$ cat src/rtl/mem_arb_pkg.sv
// rtl/mem_arb_pkg.sv - shared constants for the two-port memory arbiter
// Holds the FSM state encoding, the port-index constants used to address
// one-hot grant vectors, and the default address/line widths.
package mem_arb_pkg;

  localparam logic [1:0] IDLE = 2'd0;
  localparam logic [1:0] GNT0 = 2'd1;
  localparam logic [1:0] GNT1 = 2'd2;

  localparam int PORT0 = 0;
  localparam int PORT1 = 1;

  localparam int DEFAULT_ADDR_W = 32;
  localparam int DEFAULT_DATA_W = 256;

endpackage

$ cat src/rtl/mem_port_arbiter_if.sv
// rtl/mem_port_arbiter_if.sv - bundle of cache-port and memory-side signals
// Ports (grouped):
//   p0_* / p1_*   : D-cache / I-cache request (enable, write, addr, data) and
//                   completion (ack, read data)
//   mem_*         : shared memory request outputs and completion inputs
// Modports:
//   slave  : the arbiter's view (cache requests in, memory requests out)
//   master : the surrounding system's view (the reverse directions)
interface mem_port_arbiter_if #(
  parameter int ADDR_W = mem_arb_pkg::DEFAULT_ADDR_W,
  parameter int DATA_W = mem_arb_pkg::DEFAULT_DATA_W
);

  logic              p0_enable_i;
  logic              p0_write_i;
  logic [ADDR_W-1:0] p0_addr_i;
  logic [DATA_W-1:0] p0_data_i;
  logic              p0_ack_o;
  logic [DATA_W-1:0] p0_data_o;

  logic              p1_enable_i;
  logic              p1_write_i;
  logic [ADDR_W-1:0] p1_addr_i;
  logic [DATA_W-1:0] p1_data_i;
  logic              p1_ack_o;
  logic [DATA_W-1:0] p1_data_o;

  logic              mem_enable_o;
  logic              mem_write_o;
  logic [ADDR_W-1:0] mem_addr_o;
  logic [DATA_W-1:0] mem_data_o;
  logic              mem_ack_i;
  logic [DATA_W-1:0] mem_data_i;

  modport slave (
    input  p0_enable_i, p0_write_i, p0_addr_i, p0_data_i,
    output p0_ack_o, p0_data_o,
    input  p1_enable_i, p1_write_i, p1_addr_i, p1_data_i,
    output p1_ack_o, p1_data_o,
    output mem_enable_o, mem_write_o, mem_addr_o, mem_data_o,
    input  mem_ack_i, mem_data_i
  );

  modport master (
    output p0_enable_i, p0_write_i, p0_addr_i, p0_data_i,
    input  p0_ack_o, p0_data_o,
    output p1_enable_i, p1_write_i, p1_addr_i, p1_data_i,
    input  p1_ack_o, p1_data_o,
    input  mem_enable_o, mem_write_o, mem_addr_o, mem_data_o,
    output mem_ack_i, mem_data_i
  );

endinterface

$ cat src/rtl/mem_arb_pick.sv
// rtl/mem_arb_pick.sv - combinational two-way winner selection
// Ports:
//   req0_i, req1_i : pending requests from port 0 / port 1
//   ptr_i          : index of the port that wins a tie
//   gnt_o          : one-hot grant, bit PORTx set when port x wins
module mem_arb_pick
  import mem_arb_pkg::*;
(
  input  logic       req0_i,
  input  logic       req1_i,
  input  logic       ptr_i,
  output logic [1:0] gnt_o
);

  always_comb begin
    gnt_o = 2'b00;
    if (req0_i && req1_i) begin
      if (ptr_i) gnt_o[PORT1] = 1'b1;
      else       gnt_o[PORT0] = 1'b1;
    end else if (req0_i) begin
      gnt_o[PORT0] = 1'b1;
    end else if (req1_i) begin
      gnt_o[PORT1] = 1'b1;
    end
  end

endmodule

$ cat src/rtl/mem_port_arbiter.sv
// rtl/mem_port_arbiter.sv - D-cache / I-cache arbiter for one shared memory
// Ports:
//   clk_i : clock, all state on rising edge
//   rst_i : synchronous active-low reset
//   bus   : mem_port_arbiter_if.slave (both cache ports plus memory side)
// Build option: MEM_ARB_ROUND_ROBIN_EN adds a 1-bit priority pointer that
// favours the port not last served; without it port 0 always wins ties.
module mem_port_arbiter
  import mem_arb_pkg::*;
#(
  parameter int ADDR_W = DEFAULT_ADDR_W,
  parameter int DATA_W = DEFAULT_DATA_W
) (
  input  logic                clk_i,
  input  logic                rst_i,
  mem_port_arbiter_if.slave   bus
);

  logic [1:0]        state_q, state_d;
  logic [1:0]        gnt;
  logic              ptr;

  logic              mem_enable;
  logic              mem_write;
  logic [ADDR_W-1:0] mem_addr;
  logic [DATA_W-1:0] mem_wdata;
  logic              p0_ack, p1_ack;
  logic [DATA_W-1:0] p0_rdata, p1_rdata;

  mem_arb_pick u_pick (
    .req0_i (bus.p0_enable_i),
    .req1_i (bus.p1_enable_i),
    .ptr_i  (ptr),
    .gnt_o  (gnt)
  );

`ifdef MEM_ARB_ROUND_ROBIN_EN
  logic ptr_q, ptr_d;

  // Only a completed transfer moves priority; an abort leaves it alone.
  always_comb begin
    ptr_d = ptr_q;
    if (bus.mem_ack_i) begin
      if (state_q == GNT0) ptr_d = 1'b1;
      else if (state_q == GNT1) ptr_d = 1'b0;
    end
  end

  always_ff @(posedge clk_i) begin
    if (!rst_i) ptr_q <= 1'b0;
    else        ptr_q <= ptr_d;
  end

  assign ptr = ptr_q;
`else
  assign ptr = 1'b0;
`endif

  always_comb begin
    state_d    = state_q;
    mem_enable = 1'b0;
    mem_write  = 1'b0;
    mem_addr   = '0;
    mem_wdata  = '0;
    p0_ack     = 1'b0;
    p1_ack     = 1'b0;
    p0_rdata   = '0;
    p1_rdata   = '0;
    case (state_q)
      IDLE: begin
        // A winner is chosen only here; memory acks seen here are dropped.
        if (gnt[PORT0])      state_d = GNT0;
        else if (gnt[PORT1]) state_d = GNT1;
      end
      GNT0: begin
        mem_enable = bus.p0_enable_i;
        mem_write  = bus.p0_write_i;
        mem_addr   = bus.p0_addr_i;
        mem_wdata  = bus.p0_data_i;
        p0_ack     = bus.mem_ack_i;
        p0_rdata   = bus.mem_data_i;
        // Completion or abort both pass through IDLE so a held enable is
        // arbitrated afresh against the other port.
        if (!bus.p0_enable_i || bus.mem_ack_i) state_d = IDLE;
      end
      GNT1: begin
        mem_enable = bus.p1_enable_i;
        mem_write  = bus.p1_write_i;
        mem_addr   = bus.p1_addr_i;
        mem_wdata  = bus.p1_data_i;
        p1_ack     = bus.mem_ack_i;
        p1_rdata   = bus.mem_data_i;
        if (!bus.p1_enable_i || bus.mem_ack_i) state_d = IDLE;
      end
      default: state_d = IDLE;
    endcase
  end

  always_ff @(posedge clk_i) begin
    if (!rst_i) state_q <= IDLE;
    else        state_q <= state_d;
  end

  assign bus.mem_enable_o = mem_enable;
  assign bus.mem_write_o  = mem_write;
  assign bus.mem_addr_o   = mem_addr;
  assign bus.mem_data_o   = mem_wdata;
  assign bus.p0_ack_o     = p0_ack;
  assign bus.p0_data_o    = p0_rdata;
  assign bus.p1_ack_o     = p1_ack;
  assign bus.p1_data_o    = p1_rdata;

endmodule
$ cat src/flat_wrapper.sv
// flat-port wrapper written by rule: the top's interface ports become plain ports
module mem_port_arbiter_flat import mem_arb_pkg::*;
#(
  parameter int ADDR_W = DEFAULT_ADDR_W,
  parameter int DATA_W = DEFAULT_DATA_W
)
  (clk_i, rst_i, bus_p0_enable_i, bus_p0_write_i, bus_p0_addr_i, bus_p0_data_i, bus_p0_ack_o, bus_p0_data_o, bus_p1_enable_i, bus_p1_write_i, bus_p1_addr_i, bus_p1_data_i, bus_p1_ack_o, bus_p1_data_o, bus_mem_enable_o, bus_mem_write_o, bus_mem_addr_o, bus_mem_data_o, bus_mem_ack_i, bus_mem_data_i);
  mem_port_arbiter_if #(.ADDR_W(ADDR_W), .DATA_W(DATA_W)) bus_i ();
  input  logic clk_i;
  input  logic rst_i;
  input wire logic [$bits(bus_i.p0_enable_i)-1:0] bus_p0_enable_i;
  input wire logic [$bits(bus_i.p0_write_i)-1:0] bus_p0_write_i;
  input wire logic [$bits(bus_i.p0_addr_i)-1:0] bus_p0_addr_i;
  input wire logic [$bits(bus_i.p0_data_i)-1:0] bus_p0_data_i;
  output wire logic [$bits(bus_i.p0_ack_o)-1:0] bus_p0_ack_o;
  output wire logic [$bits(bus_i.p0_data_o)-1:0] bus_p0_data_o;
  input wire logic [$bits(bus_i.p1_enable_i)-1:0] bus_p1_enable_i;
  input wire logic [$bits(bus_i.p1_write_i)-1:0] bus_p1_write_i;
  input wire logic [$bits(bus_i.p1_addr_i)-1:0] bus_p1_addr_i;
  input wire logic [$bits(bus_i.p1_data_i)-1:0] bus_p1_data_i;
  output wire logic [$bits(bus_i.p1_ack_o)-1:0] bus_p1_ack_o;
  output wire logic [$bits(bus_i.p1_data_o)-1:0] bus_p1_data_o;
  output wire logic [$bits(bus_i.mem_enable_o)-1:0] bus_mem_enable_o;
  output wire logic [$bits(bus_i.mem_write_o)-1:0] bus_mem_write_o;
  output wire logic [$bits(bus_i.mem_addr_o)-1:0] bus_mem_addr_o;
  output wire logic [$bits(bus_i.mem_data_o)-1:0] bus_mem_data_o;
  input wire logic [$bits(bus_i.mem_ack_i)-1:0] bus_mem_ack_i;
  input wire logic [$bits(bus_i.mem_data_i)-1:0] bus_mem_data_i;
  assign bus_i.p0_enable_i = bus_p0_enable_i;
  assign bus_i.p0_write_i = bus_p0_write_i;
  assign bus_i.p0_addr_i = bus_p0_addr_i;
  assign bus_i.p0_data_i = bus_p0_data_i;
  assign bus_p0_ack_o = bus_i.p0_ack_o;
  assign bus_p0_data_o = bus_i.p0_data_o;
  assign bus_i.p1_enable_i = bus_p1_enable_i;
  assign bus_i.p1_write_i = bus_p1_write_i;
  assign bus_i.p1_addr_i = bus_p1_addr_i;
  assign bus_i.p1_data_i = bus_p1_data_i;
  assign bus_p1_ack_o = bus_i.p1_ack_o;
  assign bus_p1_data_o = bus_i.p1_data_o;
  assign bus_mem_enable_o = bus_i.mem_enable_o;
  assign bus_mem_write_o = bus_i.mem_write_o;
  assign bus_mem_addr_o = bus_i.mem_addr_o;
  assign bus_mem_data_o = bus_i.mem_data_o;
  assign bus_i.mem_ack_i = bus_mem_ack_i;
  assign bus_i.mem_data_i = bus_mem_data_i;
  mem_port_arbiter #(.ADDR_W(ADDR_W), .DATA_W(DATA_W)) u_core (.clk_i(clk_i), .rst_i(rst_i), .bus(bus_i));
endmodule
$ cat config.mk
export PLATFORM = sky130hd
export DESIGN_NAME = mem_port_arbiter_flat
export DESIGN_NICKNAME = d
export VERILOG_FILES = /design/src/rtl/mem_arb_pkg.sv /design/src/rtl/mem_port_arbiter_if.sv /design/src/rtl/mem_arb_pick.sv /design/src/rtl/mem_port_arbiter.sv /design/src/flat_wrapper.sv
export SDC_FILE = /design/constraint.sdc
export NUM_CORES = 1
export LEC_CHECK = 0
export CAP_MARGIN = 30
export CORE_AREA = 5 5 641 643
export DETAILED_ROUTE_END_ITERATION = 8
export DIE_AREA = 0 0 646 648
export PLACE_DENSITY_LB_ADDON = 0.05
export SYNTH_ARGS = -nofsm -noshare
export SYNTH_HDL_FRONTEND = slang
export SYNTH_SLANG_ARGS = --single-unit
$ cat constraint.sdc
create_clock -name clk_i -period 2.9 [get_ports clk_i]
set_input_delay 0.725 -clock clk_i [delete_from_list [all_inputs] [get_ports clk_i]]
set_output_delay 0.725 -clock clk_i [all_outputs]
set_load 0.02 [all_outputs]
==> qor.json <==
{
  "final_critical_path_setup_slack_ns": 0.01570,
  "nets": 3958,
  "tns_ns": 0,
  "finalWirelength_mm": 254.8,
  "wl_per_cell_um": 29.64,
  "layout.cells.most_common_list": "sky130_fd_sc_hd__clkdlybuf4s50_1 (843), sky130_fd_sc_hd__and2_1 (491), sky130_fd_sc_hd__buf_4 (415)",
  "numClockSinks": 2,
  "run_status": "completed",
  "worst_skew_pair.late_latency_ns": 0.22,
  "io_pins": 1643,
  "worst-path-buf-inv": 5,
  "peak_vdd_ir_uv": 116.4,
  "dieArea_um2": 418600,
  "setup.worst_path.class": "reg -> out",
  "cap_viol_max_count": 0,
  "synthToLayoutAreaGrowth_pct": 353.4,
  "initialDrtViolationCount": 728,
  "crit_path_max_fanout": 28,
  "grt_util_all_layers_pct": 11.44,
  "synth_cells": 1267,
  "chipWidth_um": 646,
  "cts.htree.levels": 1,
  "final_hold_viol_count": 0,
  "rr_worst_depth": 8,
  "filler_cell_count_in_the_final_layout": 47145,
  "regMostFlops": "u_core.state_q",
  "drc": 0,
  "io_buffer_count": 1642,
  "critical_path.slowest_cell": "sky130_fd_sc_hd__dfxtp_4",
  "totalPowerFinal_w": 0.008137,
  "fp-row-count": 234,
  "critical_path.top_delay_family": "buffers and inverters",
  "layout_min_cycle_time_ns": 2.884,
  "grt_pass1_wl_mm": 295.8,
  "worst_slew_pin_slew_ns": 0.4949,
  "synth.top_cells.by_area": "sky130_fd_sc_hd__and2_1 (39%), sky130_fd_sc_hd__a22oi_1 (26%), sky130_fd_sc_hd__nor2b_1 (22%)",
  "initial_core_util_pct": 2.054,
  "setup_repair_after_global_routing_missed_its_margin": "yes",
  "dp_hpwl_mm": 234.6,
  "critPathArrivalTime_ns": 2.16,
  "cts.clk_slew.worst_paths_ns": 0.03,
  "tritoncts": "yes",
  "cpPeakStageDelay_ns": 0.35,
  "routed-via-count": 18095,
  "timing.hold.worst.class": "reg -> reg",
  "largest_registers": "u_core.state_q: 2 flops",
  "grt_start_max_net_pins": 46,
  "critical_path_cell_count": 8,
  "globalplace.congestion": 0.8041,
  "ys_ff_latch": 2,
  "hold_path_depth": 1,
  "syn_nets": 2109,
  "timing.hold.worst_endpoint": "u_core.state_q[1]",
  "yosysTopAreaCell": "sky130_fd_sc_hd__and2_1",
  "mappedNetlistArea_um2": 8312,
  "power-per-cell-area_nw_per_um2": 215.9,
  "initial_antenna_violation_count": 230,
  "critical_path.cell_chain": "buf_6 > ha_4 > buf_16 > buf_16 > buf_16 > a22oi_1 > nor2b_1 > dlygate4sd2_1",
  "cts_buffers": 3,
  "dp_worst_setup_slack_ns": -0.7735,
  "placed_cell_area_um2": 36450,
  "power_leakage_nw": 14.04,
  "drv_slew": 0,
  "maxClockFrequency_mhz": 346.7,
  "worst_hold_startpoint": "u_core.state_q[1]",
  "drive_gt1_share_pct": 32.18,
  "grt.met3_usage_pct": 3.807,
  "drt.antenna.violating_nets": 0,
  "timing.critical_path.from_type": "register",
  "top_usage_layer": "met2",
  "timing.reg2reg.setup_slack_ns": 1.08,
  "cts_hold_repair.buffers": 0,
  "crit_path_top_cell_by_count": "sky130_fd_sc_hd__buf_16",
  "layout_commonest_cell": "sky130_fd_sc_hd__clkdlybuf4s50_1",
  "dieHeight_um": 648,
  "gr_layer_usage_met2_pct": 21.55,
  "yosysWarnings": 0,
  "grt_remaining_overflow": 0,
  "r2r_start": "u_core.state_q[1]",
  "seq_area_frac_synth_pct": 0.4817,
  "critical_path.reg2reg.endpoint": "u_core.state_q[0]",
  "first_global_vias": 18844,
  "detail_route.vias_per_cell": 2.104,
  "layout_worst_path_cycle_share_pct": 99.46,
  "clock_tree.buffer_depth": 2,
  "finalClockSkew_ns": 0.0002386,
  "worst_ep_required_time_ns": 2.17,
  "coreArea_um2": 404600,
  "clock_tree.root_cell": "sky130_fd_sc_hd__clkbuf_16",
  "setup_viol": 0,
  "kind_of_end_point_of_the_critical_path": "primary output",
  "global_route_track_usage_on_met1_pct": 12.45,
  "fin_area_um2": 37680,
  "largest_register_ff_count": 2,
  "synth_top_cell_area_share_pct": 38.69,
  "slew-limit-headroom_pct": 67.24,
  "yosys.cell_types.count": 21,
  "syn_area_per_cell_um2": 6.560,
  "drtPass1Iterations": 4
}
## synth_stat cells
library cell                instances
sky130_fd_sc_hd__a22oi_1          289
sky130_fd_sc_hd__o211a_1            1
sky130_fd_sc_hd__o22ai_1            1
sky130_fd_sc_hd__inv_1              4
sky130_fd_sc_hd__a21oi_1            2
sky130_fd_sc_hd__buf_6             16
sky130_fd_sc_hd__nand2b_1           1
sky130_fd_sc_hd__nand2_1            1
sky130_fd_sc_hd__a22oi_2            1
sky130_fd_sc_hd__and2_1           514
sky130_fd_sc_hd__o31a_1             1
sky130_fd_sc_hd__nor2b_1          290
sky130_fd_sc_hd__buf_2             40
sky130_fd_sc_hd__ha_1               3
sky130_fd_sc_hd__nor3_1             1
sky130_fd_sc_hd__dfxtp_1            2
sky130_fd_sc_hd__clkbuf_1          23
sky130_fd_sc_hd__a2111oi_4          1
sky130_fd_sc_hd__o21a_1             1
sky130_fd_sc_hd__clkbuf_2          43
sky130_fd_sc_hd__buf_4             32
## area by class of cell
class	count	area [µm²]	share of cell area, %
timing repair buffer	1998	22920	60.83
multi-input combinational	1107	7694	20.42
tap	5428	6792	18.02
antenna	57	142.6	0.3785
clock buffer	3	75.07	0.1992
sequential	2	45.04	0.1195
inverter	4	15.01	0.03984
## power breakdown
| part | switching (W) | internal [W] |
|---|---|---|
| logic | 0.00394 | 0.00396 |
| clock network | 0.0000328 | 0.000176 |
| registers | 0.00000285 | 0.0000311 |
| total | 0.00397 | 0.00417 |
## per-stage QoR
step | utilization, % | hold slack, ns | instances
after floorplan | - | 0.4968 | 1267
after global placement | 9.008 | 0.5581 | 8496
after detailed placement | 9.008 | 0.5606 | 8496
after CTS | 9.260 | 0.5369 | 8541
after global routing | 9.300 | 0.5511 | 8577
final | 9.314 | 0.5308 | 8599
## cell families (layout without fill, tap and decap cells)
| family | Yosys count | count (layout) | synth area share [%] |
|---|---|---|---|
| AOI/OAI and AO/OA | 297 | 297 | 27.10 |
| and+or+nand+nor | 807 | 807 | 60.70 |
| other | 0 | 57 | 0 |
| buffers and inverters | 158 | 2005 | 11.27 |
| DFF | 2 | 2 | 0.4817 |
| adders and majority gates | 3 | 3 | 0.4517 |
## timing repair
item,CTS,global route
setup endpoints to repair,440,170
setup buffers,29,4
pin swaps,7,3
resized for setup,504,142
cloned,13,0
## routing by layer
metal  up-vias  part of all wire (%)
li1       8046                     -
met1      8461                    37
met2      1158                    53
met3       356                   7.9
met4        74                   1.7
met5         -                  0.18
## worst max-delay path by stage
stage                                  start             endpoint  slack [ns]
after detailed placement  bus_p1_data_i[234]  bus_mem_data_o[234]       -0.77
after global routing       u_core.state_q[1]   bus_mem_data_o[75]       -0.02
after global placement    bus_p1_data_i[234]  bus_mem_data_o[234]       -0.77
after CTS                  u_core.state_q[0]  bus_mem_data_o[138]       -0.12
after floorplan            u_core.state_q[0]  bus_mem_data_o[141]        0.70
final                      u_core.state_q[1]  bus_mem_data_o[131]        0.02
Note: power is estimated with default switching activity, not from simulation.
